===== src/rtl/v_sync_if.sv =====
// Vertical timing stage bus: horizontal-stage inputs in, vertical timing out.
interface v_sync_if;
  logic       en;
  logic       hsync;
  logic       h_de;
  logic       vsync;
  logic       v_de;
  logic       de;
  logic [9:0] pixel_row;
  logic       frame_start;

  // Side that feeds horizontal timing and consumes vertical timing.
  modport master (
    output en,
    output hsync,
    output h_de,
    input  vsync,
    input  v_de,
    input  de,
    input  pixel_row,
    input  frame_start
  );

  // Vertical timing stage itself.
  modport slave (
    input  en,
    input  hsync,
    input  h_de,
    output vsync,
    output v_de,
    output de,
    output pixel_row,
    output frame_start
  );
endinterface


===== src/rtl/v_sync.sv =====
// Vertical timing stage: counts lines on hsync falling edges and produces
// vsync, vertical data-enable, active row index and a frame-start strobe.
module v_sync #(
  parameter int unsigned PULSE_LINES  = 2,
  parameter int unsigned BACK_PORCH   = 33,
  parameter int unsigned ACTIVE_LINES = 480,
  parameter int unsigned FRONT_PORCH  = 10
) (
  input logic   clk,
  input logic   rst_n,
  v_sync_if.slave bus
);

  localparam int unsigned TOTAL   = PULSE_LINES + BACK_PORCH + ACTIVE_LINES + FRONT_PORCH;
  localparam int unsigned ACT_MIN = PULSE_LINES + BACK_PORCH;
  localparam int unsigned ACT_MAX = ACT_MIN + ACTIVE_LINES;

  // Region bounds are compared at 11 bits so ACT_MAX == 1024 stays representable.
  localparam logic [10:0] PULSE_END = 11'(PULSE_LINES);
  localparam logic [10:0] ACT_LO    = 11'(ACT_MIN);
  localparam logic [10:0] ACT_HI    = 11'(ACT_MAX);
  localparam logic [9:0]  LAST_LINE = 10'(TOTAL - 1);
  localparam logic [9:0]  ROW_BASE  = 10'(ACT_MIN);

  if (TOTAL == 0 || TOTAL > 1024) begin : g_bad_total
    $error("v_sync: frame length must be between 1 and 1024 lines");
  end

  typedef enum logic [4:0] {
    IDLE = 5'b00001,
    SP   = 5'b00010,
    BP   = 5'b00100,
    AP   = 5'b01000,
    FP   = 5'b10000
  } state_t;

  state_t     state;
  state_t     state_next;
  logic       hsync_d;
  logic       tick;
  logic [9:0] line_idx;
  logic [9:0] line_next;
  logic       started;
  logic       started_next;
  logic       vsync_q;
  logic       vsync_next;
  logic       v_de_q;
  logic       v_de_next;
  logic [9:0] row_q;
  logic [9:0] row_next;
  logic       fs_q;
  logic       fs_next;

  // Region of the frame a given line number falls in.
  function automatic state_t decode(input logic [9:0] line);
    logic [10:0] l;
    l = {1'b0, line};
    if (l < PULSE_END) begin
      return SP;
    end else if (l < ACT_LO) begin
      return BP;
    end else if (l < ACT_HI) begin
      return AP;
    end else begin
      return FP;
    end
  endfunction

  // A line starts on the falling edge of hsync while the stage is enabled.
  assign tick = bus.en & hsync_d & ~bus.hsync;

  // hsync history for edge detection; parked high while idle so that an
  // hsync already low when en rises still counts as the first edge.
  always_ff @(posedge clk) begin
    if (!rst_n || !bus.en) begin
      hsync_d <= 1'b1;
    end else begin
      hsync_d <= bus.hsync;
    end
  end

  // Next line number, region and registered outputs, all decoded from the
  // line value being loaded so that outputs carry no latency beyond the tick.
  always_comb begin
    line_next    = line_idx;
    started_next = started;
    state_next   = state;
    vsync_next   = vsync_q;
    v_de_next    = v_de_q;
    row_next     = row_q;
    fs_next      = 1'b0;
    if (!bus.en) begin
      line_next    = '0;
      started_next = 1'b0;
      state_next   = IDLE;
      vsync_next   = 1'b1;
      v_de_next    = 1'b0;
      row_next     = '0;
    end else if (tick) begin
      if (!started) begin
        started_next = 1'b1;
        line_next    = '0;
      end else if (line_idx == LAST_LINE) begin
        line_next = '0;
      end else begin
        line_next = line_idx + 10'd1;
      end
      state_next = decode(line_next);
      vsync_next = (state_next != SP);
      v_de_next  = (state_next == AP);
      row_next   = (state_next == AP) ? (line_next - ROW_BASE) : '0;
      fs_next    = (line_next == '0);
    end
  end

  // Frame region register.
  always_ff @(posedge clk) begin
    if (!rst_n) begin
      state <= IDLE;
    end else begin
      state <= state_next;
    end
  end

  // Line counter and registered timing outputs.
  always_ff @(posedge clk) begin
    if (!rst_n) begin
      line_idx <= '0;
      started  <= 1'b0;
      vsync_q  <= 1'b1;
      v_de_q   <= 1'b0;
      row_q    <= '0;
      fs_q     <= 1'b0;
    end else begin
      line_idx <= line_next;
      started  <= started_next;
      vsync_q  <= vsync_next;
      v_de_q   <= v_de_next;
      row_q    <= row_next;
      fs_q     <= fs_next;
    end
  end

  assign bus.vsync       = vsync_q;
  assign bus.v_de        = v_de_q;
  assign bus.pixel_row   = row_q;
  assign bus.frame_start = fs_q;
  assign bus.de          = bus.h_de & v_de_q;

endmodule


===== src/flat_wrapper.sv =====
// flat-port wrapper written by rule: the top's interface ports become plain ports
module v_sync_flat 
#(
  parameter int unsigned PULSE_LINES  = 2,
  parameter int unsigned BACK_PORCH   = 33,
  parameter int unsigned ACTIVE_LINES = 480,
  parameter int unsigned FRONT_PORCH  = 10
)
  (clk, rst_n, bus_en, bus_hsync, bus_h_de, bus_vsync, bus_v_de, bus_de, bus_pixel_row, bus_frame_start);
  v_sync_if bus_i ();
  input logic clk;
  input logic rst_n;
  input wire logic [$bits(bus_i.en)-1:0] bus_en;
  input wire logic [$bits(bus_i.hsync)-1:0] bus_hsync;
  input wire logic [$bits(bus_i.h_de)-1:0] bus_h_de;
  output wire logic [$bits(bus_i.vsync)-1:0] bus_vsync;
  output wire logic [$bits(bus_i.v_de)-1:0] bus_v_de;
  output wire logic [$bits(bus_i.de)-1:0] bus_de;
  output wire logic [$bits(bus_i.pixel_row)-1:0] bus_pixel_row;
  output wire logic [$bits(bus_i.frame_start)-1:0] bus_frame_start;
  assign bus_i.en = bus_en;
  assign bus_i.hsync = bus_hsync;
  assign bus_i.h_de = bus_h_de;
  assign bus_vsync = bus_i.vsync;
  assign bus_v_de = bus_i.v_de;
  assign bus_de = bus_i.de;
  assign bus_pixel_row = bus_i.pixel_row;
  assign bus_frame_start = bus_i.frame_start;
  v_sync #(.PULSE_LINES(PULSE_LINES), .BACK_PORCH(BACK_PORCH), .ACTIVE_LINES(ACTIVE_LINES), .FRONT_PORCH(FRONT_PORCH)) u_core (.clk(clk), .rst_n(rst_n), .bus(bus_i));
endmodule

===== config.mk =====
export PLATFORM = sky130hd
export DESIGN_NAME = v_sync_flat
export DESIGN_NICKNAME = d
export VERILOG_FILES = /design/src/rtl/v_sync_if.sv /design/src/rtl/v_sync.sv /design/src/flat_wrapper.sv
export SDC_FILE = /design/constraint.sdc
export NUM_CORES = 1
export LEC_CHECK = 0
export BUFFER_PORTS_ARGS = -buffer_cell sky130_fd_sc_hd__buf_2
export CAP_MARGIN = 0
export CORE_ASPECT_RATIO = 1.25
export CORE_MARGIN = 8
export CORE_UTILIZATION = 52
export DETAILED_ROUTE_END_ITERATION = 16
export PLACE_DENSITY = 0.72
export REMOVE_ABC_BUFFERS = 1
export SETUP_SLACK_MARGIN = 0.5
export SLEW_MARGIN = 5
export SYNTH_ARGS = -nofsm -noshare
export SYNTH_HDL_FRONTEND = slang
export SYNTH_SLANG_ARGS = --single-unit
export TNS_END_PERCENT = 1

===== constraint.sdc =====
create_clock -name clk -period 6 [get_ports clk]
set_clock_uncertainty 0.15 [all_clocks]
set_input_delay 0 -clock clk [delete_from_list [all_inputs] [get_ports clk]]
set_output_delay 0 -clock clk [all_outputs]
set_load 0.02 [all_outputs]

**Yosys cells after proc, flatten, opt, wreduce, memory -nomap -nowiden**

Index checks and enable logic that the tools add are counted.

- Flip-flop bits (word level): 25
- Output and inout port bits: 14
- Logic and storage cells: 35

- Add/subtract/negate cells: 2
- Magnitude comparators: 3
- Equality and inequality tests: 3
- Muxes and demuxes: 10
- Bitwise operators: 4
- Reductions and logical operators: 6

Operators with widths:

| kind | number |
|---|---|
| 10-bit two-way mux | 5 |
| 5-bit two-way mux | 5 |
| 10-bit by 1-bit adder with 10-bit output, second input constant | 1 |
| 10-bit equality test, second input constant | 1 |
| 10-bit logical NOT | 1 |
| 10-bit less-than comparator, second input constant | 1 |
| 10-bit by 2-bit less-than comparator with 1-bit output, second input constant | 1 |
| 10-bit by 6-bit less-than comparator with 1-bit output, second input constant | 1 |
| 10-bit by 6-bit subtractor with 10-bit output, second input constant | 1 |
| 5-bit by 4-bit equality test with 1-bit output, second input constant | 1 |
| 5-bit by 2-bit inequality test with 1-bit output, second input constant | 1 |
| 1-bit AND | 3 |
| 3-bit AND reduction | 1 |
| 1-bit logical NOT | 2 |
| 2-bit AND reduction | 1 |
| 1-bit logical OR | 1 |
| 1-bit inverter | 1 |

**Logic depth before layout (Yosys ltp)**

Gate-level depths: netlist (run 1).

- Word-level depth: 13
- Gate-level depth with buffers: 15
- Mapped depth without buffers: 14

**Worst setup path after synthesis (run 1)**

Ideal clock, no wire load.

- Path kind: reg2reg
- Start point: register u_core.line_idx[0]
- End point: register u_core.row_q[7] (netlist: u_core.bus.pixel_row[7])
- Arrival: 2.731 ns
- Slack: 3.032 ns
- Stages on the path, launching flop included: 16
- Buffers on the path: 2
- Period minus slack after synthesis: 2.968 ns
- Cells stage by stage: dfxtp_1 > inv_1 > ha_1 > nand2_1 > nor4_1 > nand2b_1 > clkbuf_1 > nor2_1 > ha_1 > inv_1 > o2111a_1 > a211oi_1 > nand3b_1 > o2111ai_2 > buf_6 > a221oi_2

- Cells in the longest elaborated chain, start to end: 13
- Elaborated cells on any way between the ends: 17
- Classes of those cells: add/sub (2); order compare (3); eq/ne (2); mux (10)

RTL lines:

| item | line | text |
|---|---|---|
| from (decl) | v_sync.sv:41 | `logic [9:0] line_idx;` |
| from (signal assigned) | v_sync.sv:135 | `line_idx <= line_next;` |
| 10-bit by 1-bit adder with 10-bit output / 10-bit equality test (equally long branches) | v_sync.sv:106, v_sync.sv:103 |  |
| 10-bit two-way mux * | v_sync.sv:103 | `end else if (line_idx == LAST_LINE) begin` |
| 10-bit two-way mux * | v_sync.sv:100 | `if (!started) begin` |
| 10-bit two-way mux * | v_sync.sv:99 | `end else if (tick) begin` |
| 10-bit two-way mux * | v_sync.sv:92 | `if (!bus.en) begin` |
| 10-bit less-than comparator | v_sync.sv:62 | `end else if (l < ACT_HI) begin` |
| 5-bit two-way mux | v_sync.sv:62 |  |
| 5-bit two-way mux | v_sync.sv:60 | `end else if (l < ACT_LO) begin` |
| 5-bit two-way mux | v_sync.sv:58 | `if (l < PULSE_END) begin` |
| 5-bit two-way mux | v_sync.sv:99 |  |
| 5-bit two-way mux | v_sync.sv:92 |  |
| 5-bit by 4-bit equality test with 1-bit output | v_sync.sv:111 | `row_next = (state_next == AP) ? (line_next - ROW_BASE) : '0;` |
| 10-bit two-way mux * | v_sync.sv:111 |  |
| to (signal assigned) | v_sync.sv:139 | `row_q <= row_next;` |
| to (decl) | v_sync.sv:49 | `logic [9:0] row_q;` |

Mark *: on every way between the ends. The rest lies on a longest branch, timed or not. The select of a mux whose other input is x is not followed.
A chain may end at the register's enable or synchronous reset.

**Worst setup path after layout (run 1)**

- Start point: register u_core.line_idx[0]
- End point: register u_core.row_q[5] (netlist: u_core.bus.pixel_row[5])

The elaborated chain is that of the path after synthesis.

==> run metrics, run 1 <==
Seq pwr share=58.3%; H-tree Lvls=1; Worst-Skew Late Latency=0.28 ns; Synth async-reset ratio=0%; final cell count without fillers=251; crit path max fanout=16; post-synthesis sequential area ratio=between 30% and 40%; Final setup viols=0; DRT iter0 DRCs=89; Crit Path Class=flop to flop; Syn Inst Count=between 200 and 250; slowest stage cell, crit path=dfxtp_1; Worst Path Required=6.03 ns; WL final=3870 um; vias in the first global route=1437; crit-path cells=inv_1, ha_1, nand2_1, nor4_1, nand2b_1, nor2_1, ha_1, inv_1, o2111a_1, a211oi_1, nand3b_1, o2111ai_2, o41ai_1; Rows=23; Data arrival, critical path=3.92 ns; switching share of power=24.1%; Setup crit end kind=flop; combinational share of power=just under 6%; mean routed wirelength per cell=15.4 um; actual slew at the worst max-slew pin=slightly above 0.8 ns; # diodes=0; GRT overflow=0; I/O Buffers=18; Die W=66.3 um; Layout area overhead=6.16%; Placeable Area=3110 um^2; final hold viol count=0; unrepaired setup endpoints after global routing=false; mapped cell area=1650 um^2; postcts setup bufs=0; Tcrit/Tclk final=64.9%; FF-to-FF setup slack=2.10 ns; pwr dens=164 nW/um^2; M1 WL=1630 um; Yosys warnings=0; leading cell types in the layout, fill and taps excluded=dfxtp_1, nand2_1, a21oi_1, buf_2; CTS tree=built; CTS root buf=clkbuf_8; max-slew violation count=0; cts bufs inserted=3; Final nets=between 200 and 250; Clock power frac=35.9%; Area contributors post-synth=dfxtp_1, xnor2_1, a21oi_1; Max IR drop VDD=between 0.0001 and 0.00015 V; die area=5230 um^2; highest routed layer=met4; vias=around 1500; Int Power=roughly 220 uW; #FFs+latches synth=25; Slew headroom=45.1%; starting density of the core=53.0%; Worst R2R End=u_core.bus.pixel_row[5]; met3 routed WL=~230 um; hold_sp=bus_en; max cap viols=0; Post-synth EDFFs=0; io pins=19; Psw=69.2 uW; mean post-synth cell area=7.84 um^2; WL met2=1940 um; Cells after DPL=246; gpl congestion=0.966; class of the worst hold path=primary input to flop; DRC Markers=0; die height=approximately 79 um; number of routed nets with antenna violations=0; outcome=finished clean; layout cells sized above 1=15.9%; Fmax=0.257 GHz; antenna violations before repair=0; cell taking the most area after synthesis=dfxtp_1; setup_tns=0 ns; DP Wirelength=2800 um; Synth Flop Type=dfxtp_1; largest net degree at the start of global routing=28; hold depth=5; crit-path max cell delay=0.47 ns; crit path launch type=flop; Synth top area share=30.4%; commonest non-fill, non-tap cell in the layout=dfxtp_1; first-pass GRT wire length=6430 um; post-synth cell types=48; reg2reg path depth=13; Max clock buf depth=2; GRT Util Overall=~15%; LEAKAGE=0.606 nW; RR Startpoint=u_core.line_idx[0]; Via density=6.14; # clock sinks=25; clk slew on worst S/H paths=around 0.090 ns; drt first pass iters=4; crit path time final=roughly 3.9 ns; WHS Endpoint=u_core.bus.frame_start
[synth_stat cells (4+ instances only)]
| master | instances |
|---|---|
| nand2_1 | 20 |
| a21oi_1 | 18 |
| nand3_1 | 15 |
| inv_1 | 9 |
| ha_1 | 4 |
| xnor2_1 | 11 |
| and2_1 | 4 |
| clkbuf_1 | 13 |
| o31ai_2 | 5 |
| dfxtp_1 | 25 |
| o21ai_0 | 15 |
| buf_2 | 4 |
| nor2_1 | 14 |
[worst max path at each step]
stage / slack (ns) / start / endpoint
2_1_floorplan: 2.78 / u_core.line_idx[0] / u_core.bus.pixel_row[5]
3_3_place_gp: 2.39 / u_core.line_idx[0] / u_core.bus.pixel_row[5]
3_5_place_dp: 2.16 / u_core.line_idx[0] / u_core.bus.pixel_row[5]
4_1_cts: 2.11 / u_core.line_idx[0] / u_core.bus.pixel_row[5]
5_1_grt: 1.71 / u_core.line_idx[0] / u_core.bus.pixel_row[5]
6_report: 2.10 / u_core.line_idx[0] / u_core.bus.pixel_row[5]
[power groups by stage]
stage / logic, mW / clock network [mW] / registers, mW
CTS: 0.0166 / 0.107 / 0.167
finish: 0.0167 / 0.103 / 0.167
global route: 0.0185 / 0.114 / 0.167
detailed placement: 0.0161 / 0 / 0.171
floorplan: 0.00975 / 0 / 0.172
global placement: 0.0159 / 0 / 0.171
[timing repair]
| action | CTS | global route |
|---|---|---|
| hold buffers | 1 | 0 |
| resized for setup | 0 | 0 |
| endpoints found under the hold margin | 3 | 0 |
[layout make-up]
type                    instances  area (um^2)
clock buffers                   3         41.3
repair buffers                 19          100
multi-input cells             157         1020
fillers                       285         1360
well taps                      37         46.3
flip-flops and latches         25          500
inverters                       9         33.8
clock inverters                 1         5.00
[sequential cells by signal (all words and copies together), names as in the netlist]
name	flops
u_core.started	1
u_core.hsync_d	1
u_core.bus.frame_start	1
u_core.bus.pixel_row	10
u_core.bus.vsync	1
u_core.line_idx	10
u_core.bus.v_de	1
[cells by family after synthesis]
kind of cell / share of synthesized area [%]
and+or+nand+nor: 25.1
buffers and inverters: 7.60
DFF: 30.4
AOI/OAI and AO/OA: 26.9
xor gates and xnor gates: 6.38
adders and majority gates: 3.04
muxes: 0.608
[worst max-delay path, delay by kind of cell, from the launching register on]
kind,cells,cell delay (ns)
compound gates,4,1.33
fa+ha+maj,2,0.51
flops,1,0.47
buf+inv,2,0.26
simple gates,5,1.09
[routing by layer]
layer  GRT usage (%)  vias to the layer above
met1            16.4                      716
met5               0                        -
met3            3.23                        9
li1                -                      766
met4            7.71                        0
met2            26.1                       50
[through the flow]
step | util [%] | power, mW | instance area [um^2] | hold slack, ns | worst slack [ns]
final | 56.2 | 0.287 | 1750 | 0.0245 | 2.10
after global routing | 56.2 | 0.300 | 1750 | 0.0238 | 1.71
after CTS | 56.2 | 0.291 | 1750 | 0.0213 | 2.11
after detailed placement | 54.4 | 0.187 | 1690 | 0.0838 | 2.16
after global placement | 54.4 | 0.187 | 1690 | 0.0664 | 2.39
after floorplan | - | 0.181 | 1560 | -0.0485 | 2.78
No activity file was read; power rests on OpenSTA's default activity.
==> inputs of run 2 (changes only) <==
Clock period 6 ns to 3.6 ns, I/O delays scaled along.
==> run 2 against run 1 <==
Design area grew 8.1%. Sequential share of layout area shrank 1.9 points. Critical endpoint is now u_core.bus.pixel_row[6]. Sequential power grew 67%. Combinational power grew 83%. Flip-flop and latch count is the same. Largest power group unchanged. Clock power grew 71%. Highest routed layer unchanged. Global-route usage grew 2.0 points. First-iteration DRC count grew 35%. Final cell count grew 2.8%. Fmax grew 30%. Critical path type unchanged. Setup slack lost 1.5 ns.
==> run metrics, run 2 (synthesis results as in run 1) <==
outcome=finished clean; Layout area overhead=14.7%; crit path launch type=flop; FF-to-FF setup slack=0.60 ns (-1.50 ns); number of routed nets with antenna violations=0 (unchanged); Top cell by count, worst path=inv_1; final hold viol count=0 (unchanged); Final nets=231 (+3.1%); vias=1583 (+2.7%); die height=78.9 um (unchanged); max cap viols=0 (unchanged); fin util=60.8% (+4.5 points); unrepaired setup endpoints after global routing=true; I/O Buffers=18 (unchanged); Max IR drop VDD=0.000203 V (+93%); Max clock buf depth=2 (unchanged); cts bufs inserted=3 (unchanged); Rows=23 (unchanged); max-slew violation count=0 (unchanged); gpl congestion=0.930 (-3.7%); Slew headroom=41.0% (-4.1 points); io pins=19 (unchanged); Worst Path Required=3.60 ns (-2.43 ns); DRT iter0 DRCs=120 (+35%); Fmax=0.334 GHz (+30%); CTS root buf=clkbuf_8; Crit Path Class=flop to flop; LEAKAGE=0.641 nW (+5.8%); largest net degree at the start of global routing=28 (unchanged); CTS tree=built; antenna violations before repair=0 (unchanged); pwr dens=257 nW/um^2 (+57%); Place WS=0.200 ns (-1.96 ns); Placeable Area=3110 um^2 (unchanged); Worst-Skew Late Latency=0.27 ns (about the same); Setup crit end kind=flop; Final setup viols=0 (unchanged); commonest non-fill, non-tap cell in the layout=dfxtp_1; Data arrival, critical path=3.00 ns (-0.92 ns); crit path time final=3.00 ns (-0.898 ns); DP Wirelength=3130 um (+12%); Tcrit/Tclk final=83.3% (+18 points); starting density of the core=53.0% (unchanged); die area=5230 um^2 (unchanged); hold_sp=bus_en; Via density=6.14 (about the same); vias in the first global route=1516 (+5.5%); Die W=66.3 um (unchanged); postcts setup bufs=0 (unchanged); crit path from=u_core.line_idx[5]; mean routed wirelength per cell=17.9 um (+16%); crit-path max cell delay=0.55 ns (+0.08 ns); first-pass GRT wire length=7210 um (+12%); actual slew at the worst max-slew pin=0.882 ns (+0.0609 ns); DRC Markers=0 (unchanged); H-tree Lvls=1 (unchanged); class of the worst hold path=primary input to flop; # clock sinks=25 (unchanged); clk slew on worst S/H paths=0.10 ns (about the same); setup_tns=0 ns (unchanged); GRT Util Overall=17.0% (+2.0 points); RR Startpoint=u_core.line_idx[5]; WL final=4610 um (+19%); crit path max fanout=8 (-8); setup ws final=0.602 ns (-1.50 ns); layout cells sized above 1=23.5% (+7.6 points); slowest stage cell, crit path=or4_1; drt first pass iters=5 (+1); leading cell types in the layout, fill and taps excluded=dfxtp_1, nand2_1, a21oi_1, buf_2; crit-path cells=or4_1, nor4_2, nor2_1, nand2_1, inv_1, ha_2, inv_1, o2111a_1, a211oi_4, nand3b_1, o2111ai_4, o21ai_0; # diodes=0 (unchanged); GRT overflow=0 (unchanged)
-- run 2: cell count changes in the layout (fill, tap and decap cells not counted), moves of 2 or more --
cell       delta
buf_4         +6
o2111ai_4     +2
dfxtp_1       -4
dfxtp_2       +4
ha_1          -2
-- run 2: final cells by class --
| class | count | area [um^2] |
|---|---|---|
| clock inverters | 1 | 7.51 |
| flip-flops and latches | 25 | 505 |
| inverters | 9 | 33.8 |
| fillers | 275 | 1220 |
| repair buffers | 25 | 145 |
| multi-input cells | 158 | 1110 |
| well taps | 37 | 46.3 |
| clock buffers | 3 | 41.3 |
-- run 2: metal layers --
layer | track usage [%] | vias up | wire length (um)
li1 | - | 787 | -
met3 | 3.09 | 9 | 358
met1 | 19.4 | 719 | 1780
met5 | 0 | - | 0
met2 | 30.1 | 68 | 2400
met4 | 6.21 | 0 | 70
-- run 2: worst paths after layout --
path | to | cells after the start
hold / removal | u_core.bus.frame_start | 5
setup reg to reg | u_core.bus.pixel_row[6] | 12
hold reg to reg | u_core.bus.v_de | 2
setup / recovery | u_core.bus.pixel_row[6] | 12
-- run 2: metrics by stage --
stage          total power [mW]  hold slack [ns]  instances  instance area [um^2]
2_1_floorplan             0.302          -0.0485        191                  1560
3_3_place_gp              0.313           0.0616        252                  1740
3_5_place_dp              0.314           0.0901        252                  1740
4_1_cts                   0.485           0.0425        257                  1810
5_1_grt                   0.503            0.103        258                  1890
6_report                  0.485           0.0404        258                  1890
-- run 2: what timing repair did --
action / in CTS / in global routing
gates resized for setup: 3 / 12
pin swaps: 0 / 3
endpoints found under the setup margin: 11 / 11
cloned: 0 / 1
hold buffers: 1 / 0
hold endpoints to repair: 3 / 0
-- run 2: where the power goes --
part           total (mW)  switching, mW  internal (mW)
logic              0.0306         0.0223        0.00830
registers           0.279        0.00132          0.278
clock network       0.176         0.0969         0.0786
total               0.485          0.121          0.365
-- run 2: critical path: cells and delay by family, from the launching register on --
kind / cells / cell delay (ns)
and+or+nand+nor: 5 / 1.31
AOI/OAI and AO/OA: 4 / 0.68
DFF: 1 / 0.37
adders and majority gates: 1 / 0.20
buffers and inverters: 2 / 0.17
==> inputs of run 3 (changes only) <==
Clock period 3.6 ns to 3.1 ns, I/O delays scaled along.
==> run 3 against run 2 <==
Design area up 5.8%. Via count increased by 4.1%. Critical path type unchanged. First-iteration DRC count decreased by 33%. Non-clock buffer count grew 13. Total power up 15%. Largest cell class unchanged. Utilization is 3.5 points higher. Final cell count rose by 5.0%. Register-to-register slack worse by 0.25 ns. Fmax increased by 9.2%. Critical path depth unchanged. Die area is the same. Global-route usage is 1.2 points higher. Highest routed layer unchanged.
==> run metrics, run 3 (synthesis results as in run 1) <==
outcome=finished clean; Via density=6.08 (-0.89%); die area=5230 um^2 (unchanged); DRC Markers=0 (unchanged); io pins=19 (unchanged); first-pass GRT wire length=7660 um (+6.2%); final hold viol count=0 (unchanged); die height=78.9 um (unchanged); class of the worst hold path=primary input to flop; Slew headroom=43.9% (+2.9 points); slowest stage cell, crit path=or4_4; vias=1648 (+4.1%); crit path launch type=flop; pwr dens=280 nW/um^2 (+9.1%); clk slew on worst S/H paths=0.09 ns (about the same); Placeable Area=3110 um^2 (unchanged); H-tree Lvls=1 (unchanged); DP Wirelength=3270 um (+4.5%); CTS root buf=clkbuf_8; GRT overflow=0 (unchanged); multi-input logic area=1120 um^2 (+1.1%); register area=508 um^2 (+0.49%); starting density of the core=53.0% (unchanged); mean routed wirelength per cell=17.1 um (-4.5%); layout cells sized above 1=29.5% (+6.0 points); crit-path cells=or4_4, nor4_4, nand2b_4, nor2_4, ha_2, buf_4, nor2_4, a211oi_2, buf_4, a21boi_0, o21a_1, o31ai_2; unrepaired setup endpoints after global routing=true; Rows=23 (unchanged); Layout area overhead=21.4%; LEAKAGE=0.713 nW (+11%); Worst Path Required=3.14 ns (-0.46 ns); actual slew at the worst max-slew pin=0.840 ns (-0.0424 ns); Place WS=0.136 ns (-0.0642 ns); Max clock buf depth=2 (unchanged); crit path from=u_core.line_idx[5]; drt first pass iters=4 (-1); Final nets=244 (+5.6%); gpl congestion=0.952 (+2.3%); GRT Util Overall=18.1% (+1.2 points); max-slew violation count=0 (unchanged); crit path time final=2.75 ns (-0.252 ns); Tcrit/Tclk final=88.6% (+5.3 points); # fillers=273 (-0.73%); Worst-Skew Late Latency=0.27 ns (about the same); crit path max fanout=4 (-4); Fmax=0.364 GHz (+9.2%); antenna violations before repair=0 (unchanged); cell area after layout=2000 um^2 (+5.8%); cell area after placement=1800 um^2 (+3.9%); Setup crit end kind=flop; Max IR drop VDD=0.000257 V (+26%); Hold Worst Slack=0.0337 ns (-0.00662 ns); CTS tree=built; Data arrival, critical path=2.78 ns (-0.22 ns); hold_sp=bus_en; max cap viols=0 (unchanged); WL final=4630 um (+0.35%); Die W=66.3 um (unchanged); I/O Buffers=18 (unchanged); Crit Path Class=flop to flop; cts bufs inserted=3 (unchanged); # diodes=0 (unchanged); largest net degree at the start of global routing=27 (-3.6%); crit-path max cell delay=0.53 ns (-0.02 ns); Final setup viols=0 (unchanged); setup ws final=0.354 ns (-0.248 ns); commonest non-fill, non-tap cell in the layout=dfxtp_1; number of routed nets with antenna violations=0 (unchanged); vias in the first global route=1561 (+3.0%); setup_tns=0 ns (unchanged); leading cell types in the layout, fill and taps excluded=dfxtp_1, nand2_1, buf_4; DRT iter0 DRCs=80 (-33%); total power=560 uW (+15%); RR Startpoint=u_core.line_idx[5]; # clock sinks=25 (unchanged)
run 3: changes by cell type in the layout (fill, tap and decap cells not counted), sizes merged:
cell and change:
buf +13, clkbuf +1, clkinvlp -1
run 3: final cells by class:
class / instances / area share (%)
inverters: 9 / 1.69
multi-input cells: 158 / 56.2
repair buffers: 38 / 12.1
well taps: 37 / 2.32
clock buffers: 4 / 2.25
flip-flops and latches: 25 / 25.4
run 3: path summary, 6_finish.rpt:
kind | to | slack, ns | depth (start not counted)
max | u_core.bus.pixel_row[8] | 0.35 | 12
min | u_core.bus.frame_start | 0.03 | 5
max reg2reg | u_core.bus.pixel_row[8] | 0.35 | 12
min reg2reg | u_core.bus.pixel_row[1] | 0.32 | 2
run 3: report_power, final:
group | switching (mW) | internal (mW)
Clock | 0.107 | 0.0920
Sequential | 0.00144 | 0.322
Combinational | 0.0262 | 0.0114
Total | 0.135 | 0.425
run 3: repair_timing:
item	CTS	global route
endpoints found under the hold margin	3	0
hold buffers	1	0
endpoints found under the setup margin	11	12
resized for setup	18	4
gates cloned	1	0
pin swaps	8	1
setup buffers	4	0
run 3: worst max-delay path: cells and delay by family (launching register included):
| family | cells | cell delay [ns] |
|---|---|---|
| AND/OR/NAND/NOR | 5 | 1.10 |
| AO/OA/AOI/OAI | 4 | 0.56 |
| flip-flops | 1 | 0.35 |
| buffers and inverters | 2 | 0.31 |
| adder cells (fa/ha/maj) | 1 | 0.19 |
run 3: layer usage:
layer | vias up | wire, um | global-route usage (%)
met2 | 54 | 2380 | 32.1
met4 | 0 | 82 | 6.42
met1 | 772 | 1940 | 21.2
met5 | - | 0 | 0
li1 | 814 | - | -
met3 | 8 | 224 | 2.67
run 3: metrics by stage:
| step | utilization (%) | std cells |
|---|---|---|
| after floorplan | - | 191 |
| after global placement | 58.1 | 261 |
| after detailed placement | 58.1 | 261 |
| after CTS | 63.6 | 271 |
| after global routing | 64.3 | 271 |
| final | 64.3 | 271 |
